[config.mk]
export PLATFORM = sky130hd
export DESIGN_NAME = midi_activity_sched_flat
export DESIGN_NICKNAME = d
export VERILOG_FILES = /design/src/rtl/midi_activity_sched_if.sv /design/src/rtl/midi_activity_sched.sv /design/src/flat_wrapper.sv
export SDC_FILE = /design/constraint.sdc
export NUM_CORES = 1
export LEC_CHECK = 0
export BUFFER_PORTS_ARGS = -buffer_cell sky130_fd_sc_hd__clkbuf_2
export CORE_MARGIN = 2
export CORE_UTILIZATION = 40
export DETAILED_ROUTE_END_ITERATION = 12
export GPL_ROUTABILITY_DRIVEN = 0
export PLACE_DENSITY = 0.68
export SYNTH_ARGS = -nofsm -noshare
export SYNTH_HDL_FRONTEND = slang
export SYNTH_SLANG_ARGS = --single-unit
[constraint.sdc]
create_clock -name clk -period 9.35 [get_ports clk]
set_input_delay 2.3375 -clock clk [delete_from_list [all_inputs] [get_ports clk]]
set_output_delay 2.3375 -clock clk [all_outputs]
set_load 0.03 [all_outputs]
[src/rtl/midi_activity_sched_if.sv]
// midi_activity_sched_if
//   Bundles the event strobes, the snapshot handshake and the LED/activity
//   outputs of midi_activity_sched.
//   master : the event/shifter side. It drives in_evt, out_evt and snap_req.
//   slave  : the scheduler. It drives snap_ack, in_led, out_led and act.
//   in_evt / out_evt : 16-bit single-cycle strobes, one bit per MIDI port.
//   snap_req / snap_ack : 4-phase snapshot request/acknowledge levels.
//   in_led / out_led : 16-bit latched activity snapshots.
//   act : 32-bit live activity, bits 0-15 for inputs and 16-31 for outputs.
interface midi_activity_sched_if;
  logic [15:0] in_evt;
  logic [15:0] out_evt;
  logic        snap_req;
  logic        snap_ack;
  logic [15:0] in_led;
  logic [15:0] out_led;
  logic [31:0] act;

  modport master (
    output in_evt, out_evt, snap_req,
    input  snap_ack, in_led, out_led, act
  );

  modport slave (
    input  in_evt, out_evt, snap_req,
    output snap_ack, in_led, out_led, act
  );
endinterface

[src/rtl/midi_activity_sched.sv]
// midi_activity_sched
//   Turns single-cycle MIDI port strobes into visible LED hold-time flashes.
//   There are 32 hold counters: channels 0-15 take in_evt and channels 16-31
//   take out_evt. A single sweep, triggered by a decay tick, ages one counter
//   per cycle. The LED shifter receives stable snapshots through a 4-phase
//   request/acknowledge.
//   clk : system clock.
//   rst : asynchronous, active-high reset.
//   bus : midi_activity_sched_if.slave. It carries the strobes, the snapshot
//         handshake, the LED snapshots and live activity.
//   TICK_DIV : clk cycles per decay tick. Must be 64 or more.
//   HOLD     : ticks a channel stays lit after its last event.
//   CW       : width of the hold counter.
module midi_activity_sched #(
  parameter int TICK_DIV = 12000,
  parameter int HOLD     = 30,
  parameter int CW       = 5
) (
  input  logic                        clk,
  input  logic                        rst,
  midi_activity_sched_if.slave        bus
);
  localparam int NCH = 32;
  localparam int PW  = $clog2(TICK_DIV);

  typedef enum logic {IDLE, SWEEP} state_t;

  state_t          state_q, state_d;
  logic [4:0]      idx_q, idx_d;
  logic            pend_q, pend_d;
  logic [PW-1:0]   pre_q;
  logic            tick;
  logic [CW-1:0]   cnt_q [NCH];
  logic [NCH-1:0]  evt;
  logic [NCH-1:0]  act;
  logic            req_q;
  logic            snap_ack_q;
  logic [15:0]     in_led_q, out_led_q;

  assign evt  = {bus.out_evt, bus.in_evt};
  assign tick = (pre_q == PW'(TICK_DIV - 1));

  // Prescaler: 0..TICK_DIV-1. The tick is high during the last count, so
  // the FSM sees it on the wrap edge.
  // NOTE: sequential state uses non-blocking (<=) assignments only. This
  // makes every flop sample values from before the edge and prevents races
  // that depend on evaluation order.
  always_ff @(posedge clk or posedge rst) begin
    if (rst) pre_q <= '0;
    else     pre_q <= tick ? '0 : pre_q + PW'(1);
  end

  // Decay FSM: state register.
  always_ff @(posedge clk or posedge rst) begin
    if (rst) begin
      state_q <= IDLE;
      idx_q   <= '0;
      pend_q  <= 1'b0;
    end else begin
      state_q <= state_d;
      idx_q   <= idx_d;
      pend_q  <= pend_d;
    end
  end

  // Decay FSM: next state. A tick that arrives mid-sweep is remembered once
  // and starts the next sweep right after the current one ends.
  // NOTE: every output of this block is assigned a default first. This
  // guarantees that no path leaves a value unassigned and so no latch is
  // inferred.
  always_comb begin
    state_d = state_q;
    idx_d   = idx_q;
    pend_d  = pend_q;
    unique case (state_q)
      IDLE: begin
        if (tick || pend_q) begin
          state_d = SWEEP;
          idx_d   = '0;
          pend_d  = 1'b0;
        end
      end
      SWEEP: begin
        idx_d = idx_q + 5'd1;
        if (tick) pend_d = 1'b1;
        if (idx_q == 5'd31) state_d = IDLE;
      end
      default: state_d = IDLE;
    endcase
  end

  // Hold counters. An event reloads the counter in any state, and it takes
  // priority over the decrement the sweep would apply to the same channel.
  // NOTE: this counter array is reset explicitly because a reset must
  // leave every LED dark. A storage array that is never read before it is
  // written would not need a reset.
  always_ff @(posedge clk or posedge rst) begin
    if (rst) begin
      for (int i = 0; i < NCH; i++) cnt_q[i] <= '0;
    end else begin
      for (int i = 0; i < NCH; i++) begin
        if (evt[i])
          cnt_q[i] <= CW'(HOLD);
        else if (state_q == SWEEP && idx_q == 5'(i) && cnt_q[i] != '0)
          cnt_q[i] <= cnt_q[i] - CW'(1);
      end
    end
  end

  always_comb begin
    act = '0;
    for (int i = 0; i < NCH; i++) act[i] = (cnt_q[i] != '0);
  end

  // Snapshot handshake. A request that arrives while the acknowledge is low
  // latches act. The acknowledge drops one edge after the request is
  // sampled low (req_q), so even a one-cycle request produces a two-cycle
  // acknowledge.
  always_ff @(posedge clk or posedge rst) begin
    if (rst) begin
      req_q      <= 1'b0;
      snap_ack_q <= 1'b0;
      in_led_q   <= '0;
      out_led_q  <= '0;
    end else begin
      req_q <= bus.snap_req;
      if (bus.snap_req && !snap_ack_q) begin
        in_led_q   <= act[15:0];
        out_led_q  <= act[31:16];
        snap_ack_q <= 1'b1;
      end else if (snap_ack_q && !req_q) begin
        snap_ack_q <= 1'b0;
      end
    end
  end

  assign bus.act      = act;
  assign bus.snap_ack = snap_ack_q;
  assign bus.in_led   = in_led_q;
  assign bus.out_led  = out_led_q;
endmodule

[src/flat_wrapper.sv]
// flat-port wrapper written by rule: the top's interface ports become plain ports
module midi_activity_sched_flat 
#(
  parameter int TICK_DIV = 12000,
  parameter int HOLD     = 30,
  parameter int CW       = 5
)
  (clk, rst, bus_in_evt, bus_out_evt, bus_snap_req, bus_snap_ack, bus_in_led, bus_out_led, bus_act);
  midi_activity_sched_if bus_i ();
  input  logic clk;
  input  logic rst;
  input wire logic [$bits(bus_i.in_evt)-1:0] bus_in_evt;
  input wire logic [$bits(bus_i.out_evt)-1:0] bus_out_evt;
  input wire logic [$bits(bus_i.snap_req)-1:0] bus_snap_req;
  output wire logic [$bits(bus_i.snap_ack)-1:0] bus_snap_ack;
  output wire logic [$bits(bus_i.in_led)-1:0] bus_in_led;
  output wire logic [$bits(bus_i.out_led)-1:0] bus_out_led;
  output wire logic [$bits(bus_i.act)-1:0] bus_act;
  assign bus_i.in_evt = bus_in_evt;
  assign bus_i.out_evt = bus_out_evt;
  assign bus_i.snap_req = bus_snap_req;
  assign bus_snap_ack = bus_i.snap_ack;
  assign bus_in_led = bus_i.in_led;
  assign bus_out_led = bus_i.out_led;
  assign bus_act = bus_i.act;
  midi_activity_sched #(.TICK_DIV(TICK_DIV), .HOLD(HOLD), .CW(CW)) u_core (.clk(clk), .rst(rst), .bus(bus_i));
endmodule
==> impl_metrics.env <==
export IMPL_final_area_sq_um=12200
export IMPL_timing_final_ws_setup_ps=4940
export IMPL_avgSynthCellArea_sq_um=10.7
export IMPL_max_freq_ghz=0.227
export IMPL_vias=7516
export IMPL_syn_to_final_growth_pct=15.1
export IMPL_pwr_density_cell_nw_per_um2=162
export IMPL_cpPeakStageDelay_ps=670
export IMPL_io_pins=100
export IMPL_die_width_um=167
export IMPL_critPathBufInv=2
export IMPL_ys_ff_latch=215
export IMPL_maxCapViolations=0
export IMPL_path_clk_slew_ps=60
export IMPL_cts_resized=0
export IMPL_port_buffers=99
export IMPL_path_delay_family="simple AND/OR/NAND/NOR gates"
export IMPL_coreArea_sq_um=26100
export IMPL_grt_pass1_vias=7311
export IMPL_fill_cells=2409
export IMPL_cts_buffers=26
export IMPL_grt_max_degree=135
export IMPL_antenna_cells=0
export IMPL_skew_ps=8.36
export IMPL_root_buffer="clkbuf_16"
export IMPL_status="finished, final reports clean"
export IMPL_dpl_cell_area_sq_um=11300
export IMPL_holdWs_ps=463
export IMPL_drive_gt1_share_pct=18.4
export IMPL_hpwl_um=14100
export IMPL_cp_arrival_ps=2070
export IMPL_finalNetCount=1147
export IMPL_cp_end_kind="output pin"
export IMPL_worstPathMaxFanout=5
export IMPL_die_h_um=167
export IMPL_cts_buffer_depth=3
export IMPL_row_count=59
export IMPL_drv_slew=0
export IMPL_critPathRequiredTime_ps=7010
export IMPL_synth_flop_cell="dfrtp_1"
export IMPL_setup_tns_ps=0
export IMPL_cts_sinks=215
export IMPL_crit_slowest_cell="or4b_2"
export IMPL_drt_total_wl_um=21000
export IMPL_cts_hold_fix_buffers=0
export IMPL_leakage_nw=4.41
export IMPL_setup_viol_count_final=0
export IMPL_synth_fp_nets=1069
export IMPL_final_hold_viol_count=0
export IMPL_startpoint_type="register"
export IMPL_h_tree_depth=1
export IMPL_first_pass_iters=4
export IMPL_worstMarginPinSlew_ps=1060
export IMPL_path_cells="inv_1 -> ha_1 -> or4b_2 -> clkbuf_2"
export IMPL_synth_cells=994
export IMPL_relSlewSlack_pct=29.4
export IMPL_groute_usage_overall_pct=15.4
export IMPL_initial_core_util_pct=40.7
export IMPL_post_cts_buffers=0
export IMPL_grt_pass1_wl_um=36000
export IMPL_async_reset_ff_share_pct=100
export IMPL_drtIter0Drc=354
export IMPL_synth_area_sq_um=10600
export IMPL_synth_distinct_cells=39
export IMPL_synth_edff_count=0
export IMPL_synth_warnings=0
export IMPL_clock_latency_ps=520
export IMPL_critical_path_class="register to output pin"
export IMPL_dp_slack_ps=5010
export IMPL_ant_nets=0
export IMPL_final_min_clock_period_ps=4410
export IMPL_ys_seq_area_share_pct=50.8
export IMPL_grt_overflow=0
export IMPL_hold_path_class="register to register"
export IMPL_peakVddDrop_v=0.000122
export IMPL_cts_tree="yes"
export IMPL_avgViaCountPerCell=5.27
export IMPL_wl_per_cell_um=14.7
export IMPL_dieArea_sq_um=27800
export IMPL_multi_input_area_sq_um=4750
export IMPL_finalCritPeriodShare_pct=47.2
export IMPL_antenna_found_initial=0
export IMPL_drc_errors=0
export IMPL_rsz0062_at_grt="false"
export IMPL_regArea_sq_um=5380
-- cell type report --
type                       count  share of cell area (%)
clock inverter                12                   0.790
tap                          335                    3.44
clock buffer                  35                    6.28
inverter                      69                    2.18
timing repair buffer         103                    4.31
sequential                   215                    44.1
multi-input combinational    657                    38.9
-- Yosys cell counts (2+ instances only) --
cell type  instances  area share (%)
dfrtp_1          215              51
nor2_1           115             4.1
nand4_1           86             5.1
inv_1             69             2.4
xor2_1            55             4.5
nand2b_1          54             3.2
ha_1              40             4.7
nand3_1           40             1.9
clkbuf_1          39             1.4
xnor2_1           38             3.1
mux2_2            34             3.6
a211o_1           33             2.7
a21o_1            32             2.3
nor3_1            25             1.2
or4b_1            22             2.1
nor2b_1           14            0.83
nor4_1            13            0.77
mux2i_1           12             1.1
buf_2             10            0.47
or4b_2            10            0.94
nand2_1            8            0.28
a21oi_1            3            0.14
and4b_1            3            0.28
and4bb_2           3            0.35
buf_1              3            0.11
and3_1             2            0.12
o21ai_0            2           0.094
o41ai_1            2            0.17
or3_1              2            0.12
-- logic make-up (layout without fill, tap and decap cells) --
group	Yosys count	in the layout	synth area share [%]
compound gates	74	74	5.56
xor+xnor	93	93	7.69
fa+ha+maj	40	40	4.72
buf+inv	122	219	4.45
flops	215	215	50.8
mux	46	46	4.75
simple gates	404	404	22.1
-- per-layer routing --
metal	track usage (%)	share of wire (%)	wire, um
met5	0	0	0
met4	3.90	1.8	375
met3	2.66	3.8	804
met2	25.2	47	9880
met1	21.2	47	9910
-- report_power, final --
part | total [W] | switching [W] | internal [W]
clock | 0.000986 | 0.000385 | 0.000600
combinational | 0.0000531 | 0.0000381 | 0.0000150
sequential | 0.000932 | 0.000000571 | 0.000932
total | 0.00197 | 0.000424 | 0.00155
-- registers in the layout, indices dropped and copies added, names as in the netlist --
signal / flops
u_core.bus.out_led: 16
u_core.idx_q: 5
u_core.cnt_q: 160
u_core.bus.snap_ack: 1
u_core.state_q: 1
u_core.pend_q: 1
u_core.req_q: 1
u_core.pre_q: 14
u_core.bus.in_led: 16
-- stage by stage --
stage / total power, W / utilization, % / std cells
final: 0.00197 / 46.8 / 1426
after global routing: 0.00206 / 46.8 / 1426
after CTS: 0.00201 / 46.8 / 1426
after detailed placement: 0.00100 / 43.5 / 1379
after global placement: 0.00100 / 43.5 / 1379
after floorplan: 0.000978 / - / 994
-- worst reg2reg max path: stages (launching register included) --
cell and delay, ps:
dfrtp_1 420, ha_1 820, and3_1 320, ha_1 280, nand3_1 170, a211o_1 340
-- layout by cell type, fill, tap and decap left out, types with 4 or more instances in the layout --
master / synthesis / layout
mux2i_1: 12 / 12
nor3_1: 25 / 25
ha_1: 40 / 40
clkbuf_16: 0 / 27
nand2b_1: 54 / 53
clkinv_2: 0 / 7
a211o_1: 33 / 33
buf_4: 0 / 4
xnor2_1: 38 / 38
a21o_1: 32 / 32
nand2_1: 8 / 8
nand4_1: 86 / 86
dfrtp_1: 215 / 215
nand3_1: 40 / 40
clkbuf_8: 0 / 6
nor4_1: 13 / 13
or4b_2: 10 / 10
mux2_2: 34 / 34
nor2_1: 115 / 115
clkbuf_2: 1 / 99
nor2b_1: 14 / 14
or4b_1: 22 / 22
xor2_1: 55 / 55
inv_1: 69 / 68
-- path summary, 6_finish.rpt --
check	start	endpoint	slack, ps	cells after the start
setup / recovery	u_core.cnt_q[20]	bus_act[27]	4940	4
hold / removal	u_core.req_q	u_core.bus.snap_ack	460	2
setup reg to reg	u_core.idx_q[0]	u_core.cnt_q[1]	6880	5
hold reg to reg	u_core.req_q	u_core.bus.snap_ack	460	2
max in group asynchronous	rst	u_core.bus.in_led[3]	5740	3
min in group asynchronous	rst	u_core.bus.in_led[7]	1990	2
(Power assumes the default switching activity.)
